### src/rtl/multicycle_ctrl.sv
// Multicycle control FSM for the Olivia LEGv8 core.
// Sequences the shared datapath through FETCH, DECODE, EXEC, MEM and WB.
// Instruction and data memories use ready handshakes, so wait states simply
// stretch FETCH and MEM. An illegal opcode parks the core in HALT until reset.
// Cycle and retired-instruction counters are provided for the bench.
module multicycle_ctrl #(
    parameter int OPCODE_W = 11,
    parameter int CNT_W    = 32
) (
    input  logic                CLK,
    input  logic                RST,
    input  logic [OPCODE_W-1:0] opcode,
    input  logic                ir_is_zero,
    input  logic                zero_flag,
    input  logic                imem_ready,
    input  logic                dmem_ready,
    output logic [2:0]          state,
    output logic                imem_req,
    output logic                ir_write,
    output logic                pc_write,
    output logic [1:0]          pc_src,
    output logic                reg2loc,
    output logic                alu_src,
    output logic [1:0]          alu_op,
    output logic                dmem_read,
    output logic                dmem_write,
    output logic                mem_to_reg,
    output logic                reg_write,
    output logic                halted,
    output logic [CNT_W-1:0]    cycle_count,
    output logic [CNT_W-1:0]    instr_retired
);

    typedef enum logic [2:0] {
        S_FETCH  = 3'd0,
        S_DECODE = 3'd1,
        S_EXEC   = 3'd2,
        S_MEM    = 3'd3,
        S_WB     = 3'd4,
        S_HALT   = 3'd7
    } state_t;

    typedef enum logic [2:0] {
        C_R, C_LD, C_ST, C_CBZ, C_B, C_NOP, C_ILL
    } iclass_t;

    localparam logic [OPCODE_W-1:0] OP_ADD  = OPCODE_W'(11'b10001011000);
    localparam logic [OPCODE_W-1:0] OP_SUB  = OPCODE_W'(11'b11001011000);
    localparam logic [OPCODE_W-1:0] OP_AND  = OPCODE_W'(11'b10001010000);
    localparam logic [OPCODE_W-1:0] OP_ORR  = OPCODE_W'(11'b10101010000);
    localparam logic [OPCODE_W-1:0] OP_LDUR = OPCODE_W'(11'b11111000010);
    localparam logic [OPCODE_W-1:0] OP_STUR = OPCODE_W'(11'b11111000000);
    localparam logic [OPCODE_W-1:0] OP_CBZ  = OPCODE_W'(11'b10110100000);
    localparam logic [OPCODE_W-1:0] OP_B    = OPCODE_W'(11'b00010100000);

    state_t          state_q, state_d;
    iclass_t         dec_class, cls_q;
    logic            retire;
    logic [CNT_W-1:0] cycle_q, retired_q;

    // Classify the instruction register contents (valid while in DECODE).
    always_comb begin
        // NOTE: every combinational output gets a default first, so no path
        // through the block leaves it unassigned and infers a latch.
        dec_class = C_ILL;
        if (ir_is_zero) begin
            dec_class = C_NOP;
        end else begin
            case (opcode)
                OP_ADD, OP_SUB, OP_AND, OP_ORR: dec_class = C_R;
                OP_LDUR:                        dec_class = C_LD;
                OP_STUR:                        dec_class = C_ST;
                OP_CBZ:                         dec_class = C_CBZ;
                OP_B:                           dec_class = C_B;
                default:                        dec_class = C_ILL;
            endcase
        end
    end

    // State register, latched instruction class and counters; reset is synchronous.
    always_ff @(posedge CLK) begin
        // NOTE: sequential state uses non-blocking assignments so every register
        // samples the pre-edge values regardless of statement order.
        if (!RST) begin
            state_q   <= S_FETCH;
            cls_q     <= C_NOP;
            cycle_q   <= '0;
            retired_q <= '0;
        end else begin
            state_q <= state_d;
            if (state_q == S_DECODE) cls_q <= dec_class;
            if (state_q != S_HALT) cycle_q <= cycle_q + 1'b1;
            if (retire) retired_q <= retired_q + 1'b1;
        end
    end

    // Next-state and strobe decode; strobes follow the current state.
    always_comb begin
        state_d    = state_q;
        retire     = 1'b0;
        imem_req   = 1'b0;
        ir_write   = 1'b0;
        pc_write   = 1'b0;
        pc_src     = 2'b00;
        reg2loc    = 1'b0;
        alu_src    = 1'b0;
        alu_op     = 2'b00;
        dmem_read  = 1'b0;
        dmem_write = 1'b0;
        mem_to_reg = 1'b0;
        reg_write  = 1'b0;
        case (state_q)
            S_FETCH: begin
                imem_req = 1'b1;
                if (imem_ready) begin
                    ir_write = 1'b1;
                    pc_write = 1'b1;
                    state_d  = S_DECODE;
                end
            end
            S_DECODE: begin
                reg2loc = (dec_class == C_ST) || (dec_class == C_CBZ);
                case (dec_class)
                    C_NOP: begin
                        state_d = S_FETCH;
                        retire  = 1'b1;
                    end
                    C_ILL:   state_d = S_HALT;
                    default: state_d = S_EXEC;
                endcase
            end
            S_EXEC: begin
                case (cls_q)
                    C_R: begin
                        alu_op  = 2'b10;
                        state_d = S_WB;
                    end
                    C_LD, C_ST: begin
                        alu_src = 1'b1;
                        reg2loc = (cls_q == C_ST);
                        state_d = S_MEM;
                    end
                    C_CBZ: begin
                        alu_op   = 2'b01;
                        reg2loc  = 1'b1;
                        pc_src   = 2'b01;
                        pc_write = zero_flag;
                        state_d  = S_FETCH;
                        retire   = 1'b1;
                    end
                    C_B: begin
                        pc_src   = 2'b10;
                        pc_write = 1'b1;
                        state_d  = S_FETCH;
                        retire   = 1'b1;
                    end
                    default: state_d = S_HALT;
                endcase
            end
            S_MEM: begin
                // Address path stays steady until the memory completes.
                alu_src    = 1'b1;
                reg2loc    = (cls_q == C_ST);
                dmem_read  = (cls_q == C_LD);
                dmem_write = (cls_q == C_ST);
                if (dmem_ready) begin
                    if (cls_q == C_LD) begin
                        state_d = S_WB;
                    end else begin
                        state_d = S_FETCH;
                        retire  = 1'b1;
                    end
                end
            end
            S_WB: begin
                reg_write  = 1'b1;
                mem_to_reg = (cls_q == C_LD);
                state_d    = S_FETCH;
                retire     = 1'b1;
            end
            S_HALT:  state_d = S_HALT;
            default: state_d = S_FETCH;
        endcase
    end

    assign state         = state_q;
    assign halted        = (state_q == S_HALT);
    assign cycle_count   = cycle_q;
    assign instr_retired = retired_q;

endmodule

### config.mk
export PLATFORM = sky130hd
export DESIGN_NAME = multicycle_ctrl
export DESIGN_NICKNAME = d
export VERILOG_FILES = /design/src/rtl/multicycle_ctrl.sv
export SDC_FILE = /design/constraint.sdc
export NUM_CORES = 1
export LEC_CHECK = 0
export ABC_AREA = 0
export CORE_UTILIZATION = 53
export DETAILED_ROUTE_END_ITERATION = 6
export PLACE_DENSITY_LB_ADDON = 0.12
export SYNTH_ARGS = -nofsm -noshare
export SYNTH_HDL_FRONTEND = slang
export SYNTH_SLANG_ARGS = --single-unit
### constraint.sdc
create_clock -name CLK -period 5.1 [get_ports CLK]
set_input_delay 1.02 -clock CLK [delete_from_list [all_inputs] [get_ports CLK]]
set_output_delay 1.02 -clock CLK [all_outputs]
set_load 0.005 [all_outputs]
==> metrics.log <==
[metrics] outcome: complete, no violations
[metrics] largest stage delay on the critical path: 0.63 ns
[metrics] count of flip-flops with a built-in enable after synthesis: 0
[metrics] family of cells with the greatest summed delay on the critical path: simple AND/OR/NAND/NOR gates
[metrics] Critical Path End Type: primary output
[metrics] Vias per Instance: 5.804
[metrics] power density of the placed cells: 246.8 nW/um^2
[metrics] summed instance area of the synthesized netlist: 3772 um^2
[metrics] via count of the routed design: 3726
[metrics] leakage power: 1.626 nW
[metrics] maximum operating frequency: 236.3 MHz
[metrics] Setup WS post-layout: 0.8681 ns
[metrics] final clock period utilization by the worst path: 0.8298
[metrics] sum of net half-perimeters after detailed placement: 6.598 mm
[metrics] register bit total from synthesis: 70
[metrics] clock slew seen by the registers of the worst setup and hold paths: 0.07 ns
[metrics] CTS tree: done
[metrics] floorplan core area: 6832 um^2
[metrics] post-detailed-route count of antenna-violating nets: 0
[metrics] Yosys Warn Count: 0
[metrics] Row Count: 30
[metrics] Post-Synthesis Net Count: 474
[metrics] Area growth syn-to-layout: 31.94%
[metrics] vertical die dimension: 86.37 um
[metrics] latest clock arrival within the worst-skew pair: 0.34 ns
[metrics] initial antenna violation count: 0
[metrics] Post-CTS Hold Fix Bufs: 0
[metrics] # Max-Cap Violations: 0
[metrics] final core utilization: 0.7286
[metrics] proportion of synthesized area in mux cells: 0.02156
[metrics] kind of critical path: input port to primary output
[metrics] chain of cells forming the critical path: clkdlybuf4s50_1, nor4b_1, a311o_1, nor2_1, or3_1, clkdlybuf4s50_1
[metrics] global-route track usage on met3: 0.06286
[metrics] Buffers on Ports: 97
[metrics] Global Route met2 Usage: 0.4380
[metrics] maximum number of pins on one net before global-route repair: 42
[metrics] TNS Setup: 0 ns
[metrics] number of unique standard cell types used by synthesis: 65
[metrics] leading register cell type out of synthesis: sky130_fd_sc_hd__dfxtp_1
[metrics] share of synthesized registers carrying an async set or reset: 0
[metrics] cell types with the largest area share after synthesis: sky130_fd_sc_hd__dfxtp_1 (37%), sky130_fd_sc_hd__xnor2_1 (7.0%), sky130_fd_sc_hd__nor2_1 (5.5%), sky130_fd_sc_hd__a21oi_1 (3.4%), sky130_fd_sc_hd__nand4_1 (3.2%)
[metrics] min Tclk post-route: 4.232 ns
[metrics] number of gates resized after CTS: 0
[metrics] worst vdd ir: 0.0001358 V
[metrics] routed length per placed instance: 14.63 um
[metrics] fillcell total: 575
[metrics] initial drt markers: 186
[metrics] Setup-failing EPs final: 0
[metrics] type of the worst min-delay path: register to register
[metrics] starting utilization of the core area: 0.5522
[metrics] post-placement worst setup slack: 0.8925 ns
[metrics] mean cell area of the mapped netlist: 8.291 um^2
[metrics] cts bufs inserted: 9
[metrics] cell at the root of the clock tree: sky130_fd_sc_hd__clkbuf_8
[metrics] Max Buffers Root-to-Sink: 2
[metrics] n_diodes: 0
[metrics] Die Width: 86.37 um
[metrics] global routing's busiest layer: met2
[metrics] Synth area leader: sky130_fd_sc_hd__dfxtp_1
[metrics] Fin Clk Skew: 0.01037 ns
[metrics] number of hold violations in the final report: 0
[metrics] gpl congestion: 0.8351
[metrics] final net count: 560
[metrics] type of element launching the critical path: input port
[metrics] number of remaining DRC errors: 0
[metrics] setup repair after global routing missed its margin: no
[metrics] global-route wire length before repair: 15.66 mm
[metrics] Boundary Pins: 98
[metrics] number of pins with negative max-slew slack in the final report: 0
[metrics] Worst Tran Pin Value: 0.9610 ns
[metrics] Data arrival, critical path: 3.21 ns
[metrics] sequential fraction of the synthesis area: 0.3715
[metrics] CTS sink cnt: 70
[metrics] library cell contributing the largest single delay on the critical path: sky130_fd_sc_hd__nor4b_1
[metrics] complex-gate fraction of the synthesized area: 0.1443
[metrics] number of instances in the synthesized netlist: 455
[metrics] area share of the leading cell type in the synthesized netlist: 0.3715
[metrics] dominant combinational cell family by area after synthesis: simple AND/OR/NAND/NOR gates
[metrics] most used cell along the critical path: sky130_fd_sc_hd__clkdlybuf4s50_1
[metrics] met1 Use GR: 0.3242
[metrics] area share of fa/ha/maj cells after synthesis: 0.006633
[metrics] area of the multi-input gates: 2203 um^2
[metrics] relative slew slack: 0.3573
[metrics] overflow left after global routing: 0
[metrics] Sequential cell area: 1401 um^2
[metrics] required time of the worst setup path: 4.08 ns
[metrics] Die ar.: 7459 um^2
[metrics] Crit Path Max Fanout: 4
[metrics] number of buffers inserted by post-CTS setup repair: 0
[metrics] GRT Total Usage: 0.2600
[metrics] parity-gate share of the synthesized area counting xor and xnor cells: 0.08358
[metrics] number of global-route vias before repair: 3428
[metrics] share of final-layout standard cells stronger than drive strength 1: 0.06410
[metrics] share of synthesized cell area in and, or, nand and nor gates: 0.3280
[metrics] detailed-routing iteration count for the pre-antenna-repair pass: 4
[metrics] total length of routed wires: 9.395 mm
[metrics] H-tree levels: 3
[metrics] buffering stage count on the worst path with inverters included: 2
through the flow:
stage	total power [W]	hold slack, ns	cells	area [um^2]
6_report	0.001228	0.4780	642	4977
5_1_grt	0.001277	0.5081	642	4977
4_1_cts	0.001236	0.4832	642	4977
3_5_place_dp	0.0007245	0.4730	626	4745
3_3_place_gp	0.0007206	0.4546	626	4745
2_1_floorplan	0.0006763	0.4623	455	3772
tightest hold or removal path, stage by stage, from the launching register on:
cell                      delay, ns
sky130_fd_sc_hd__dfxtp_1       0.32
sky130_fd_sc_hd__nand2_1       0.05
sky130_fd_sc_hd__mux2i_1       0.05
per-layer routing:
layer | vias up | share of wire
met5 | - | 0
met4 | 0 | 0.015
met3 | 13 | 0.051
met2 | 105 | 0.49
met1 | 1762 | 0.45
li1 | 1846 | -
registers in the layout, indices dropped and copies added, names as in the netlist:
register       cells
cycle_count       32
instr_retired     32
cls_q              3
state              3
path summary, 6_finish.rpt:
path / start / endpoint / slack, ns / cells past startpoint
setup / recovery: opcode[3] / reg2loc / 0.87 / 6
hold / removal: cycle_count[31] / cycle_count[31] / 0.48 / 2
setup reg to reg: cls_q[0] / instr_retired[22] / 2.66 / 5
hold reg to reg: cycle_count[31] / cycle_count[31] / 0.48 / 2
placed cells by master, fill, tap and decap left out, types with 3 or more instances in the layout:
cell and count:
sky130_fd_sc_hd__mux2i_1 7, sky130_fd_sc_hd__or3_1 16, sky130_fd_sc_hd__a31oi_1 6, sky130_fd_sc_hd__a311oi_1 5, sky130_fd_sc_hd__nand2b_1 6, sky130_fd_sc_hd__or2_2 3, sky130_fd_sc_hd__nor3_1 9, sky130_fd_sc_hd__clkbuf_8 11
sky130_fd_sc_hd__nor4b_1 5, sky130_fd_sc_hd__a31o_2 4, sky130_fd_sc_hd__nand3_1 22, sky130_fd_sc_hd__xnor2_1 30, sky130_fd_sc_hd__o31ai_1 4, sky130_fd_sc_hd__o21ai_0 18, sky130_fd_sc_hd__xor2_1 6, sky130_fd_sc_hd__nand2_1 27
sky130_fd_sc_hd__nand4_1 19, sky130_fd_sc_hd__a21oi_1 26, sky130_fd_sc_hd__nor2_1 55, sky130_fd_sc_hd__and3_1 11, sky130_fd_sc_hd__inv_1 10, sky130_fd_sc_hd__dfxtp_1 70, sky130_fd_sc_hd__and4_1 8, sky130_fd_sc_hd__and2_1 5
sky130_fd_sc_hd__nor4_1 16, sky130_fd_sc_hd__clkdlybuf4s50_1 97
logic make-up (layout without fill, tap and decap cells):
| family | count (synthesis) | after routing |
|---|---|---|
| multiplexers | 8 | 8 |
| AND/OR/NAND/NOR | 222 | 222 |
| AO/OA/AOI/OAI | 83 | 83 |
| buffers and inverters | 34 | 125 |
| adder cells (fa/ha/maj) | 2 | 2 |
| flip-flops | 70 | 70 |
| XOR/XNOR | 36 | 36 |
power by group:
part           switching (W)  total [W]  internal [W]
clock network       0.000214   0.000517      0.000302
logic              0.0000699   0.000134     0.0000643
registers          0.0000218   0.000578      0.000556
total               0.000306    0.00123      0.000922
cells in the mapped netlist, types with 3 or more instances:
cell,n
sky130_fd_sc_hd__nor4b_1,5
sky130_fd_sc_hd__nor2_1,55
sky130_fd_sc_hd__o31ai_1,4
sky130_fd_sc_hd__nor3_1,9
sky130_fd_sc_hd__o21ai_0,18
sky130_fd_sc_hd__buf_6,4
sky130_fd_sc_hd__or2_2,3
sky130_fd_sc_hd__and2_1,5
sky130_fd_sc_hd__or3_1,16
sky130_fd_sc_hd__nand3_1,22
sky130_fd_sc_hd__inv_1,10
sky130_fd_sc_hd__a31oi_1,6
sky130_fd_sc_hd__xor2_1,6
sky130_fd_sc_hd__a311oi_1,5
sky130_fd_sc_hd__and3_1,11
sky130_fd_sc_hd__nand2b_1,6
sky130_fd_sc_hd__and4_1,8
sky130_fd_sc_hd__mux2i_1,7
sky130_fd_sc_hd__a21oi_1,26
sky130_fd_sc_hd__xnor2_1,30
sky130_fd_sc_hd__nand2_1,27
sky130_fd_sc_hd__nand4_1,19
sky130_fd_sc_hd__buf_2,4
sky130_fd_sc_hd__a31o_2,4
sky130_fd_sc_hd__clkbuf_1,13
sky130_fd_sc_hd__nor4_1,16
sky130_fd_sc_hd__dfxtp_1,70
layout make-up:
type / count / share of cell area
clock buffer: 11 / 0.03042
inverter: 11 / 0.008296
tap: 96 / 0.02413
timing repair buffer: 98 / 0.1966
sequential: 70 / 0.2815
multi-input combinational: 351 / 0.4427
clock inverter: 5 / 0.01634
No activity file was read; power rests on OpenSTA's default activity.
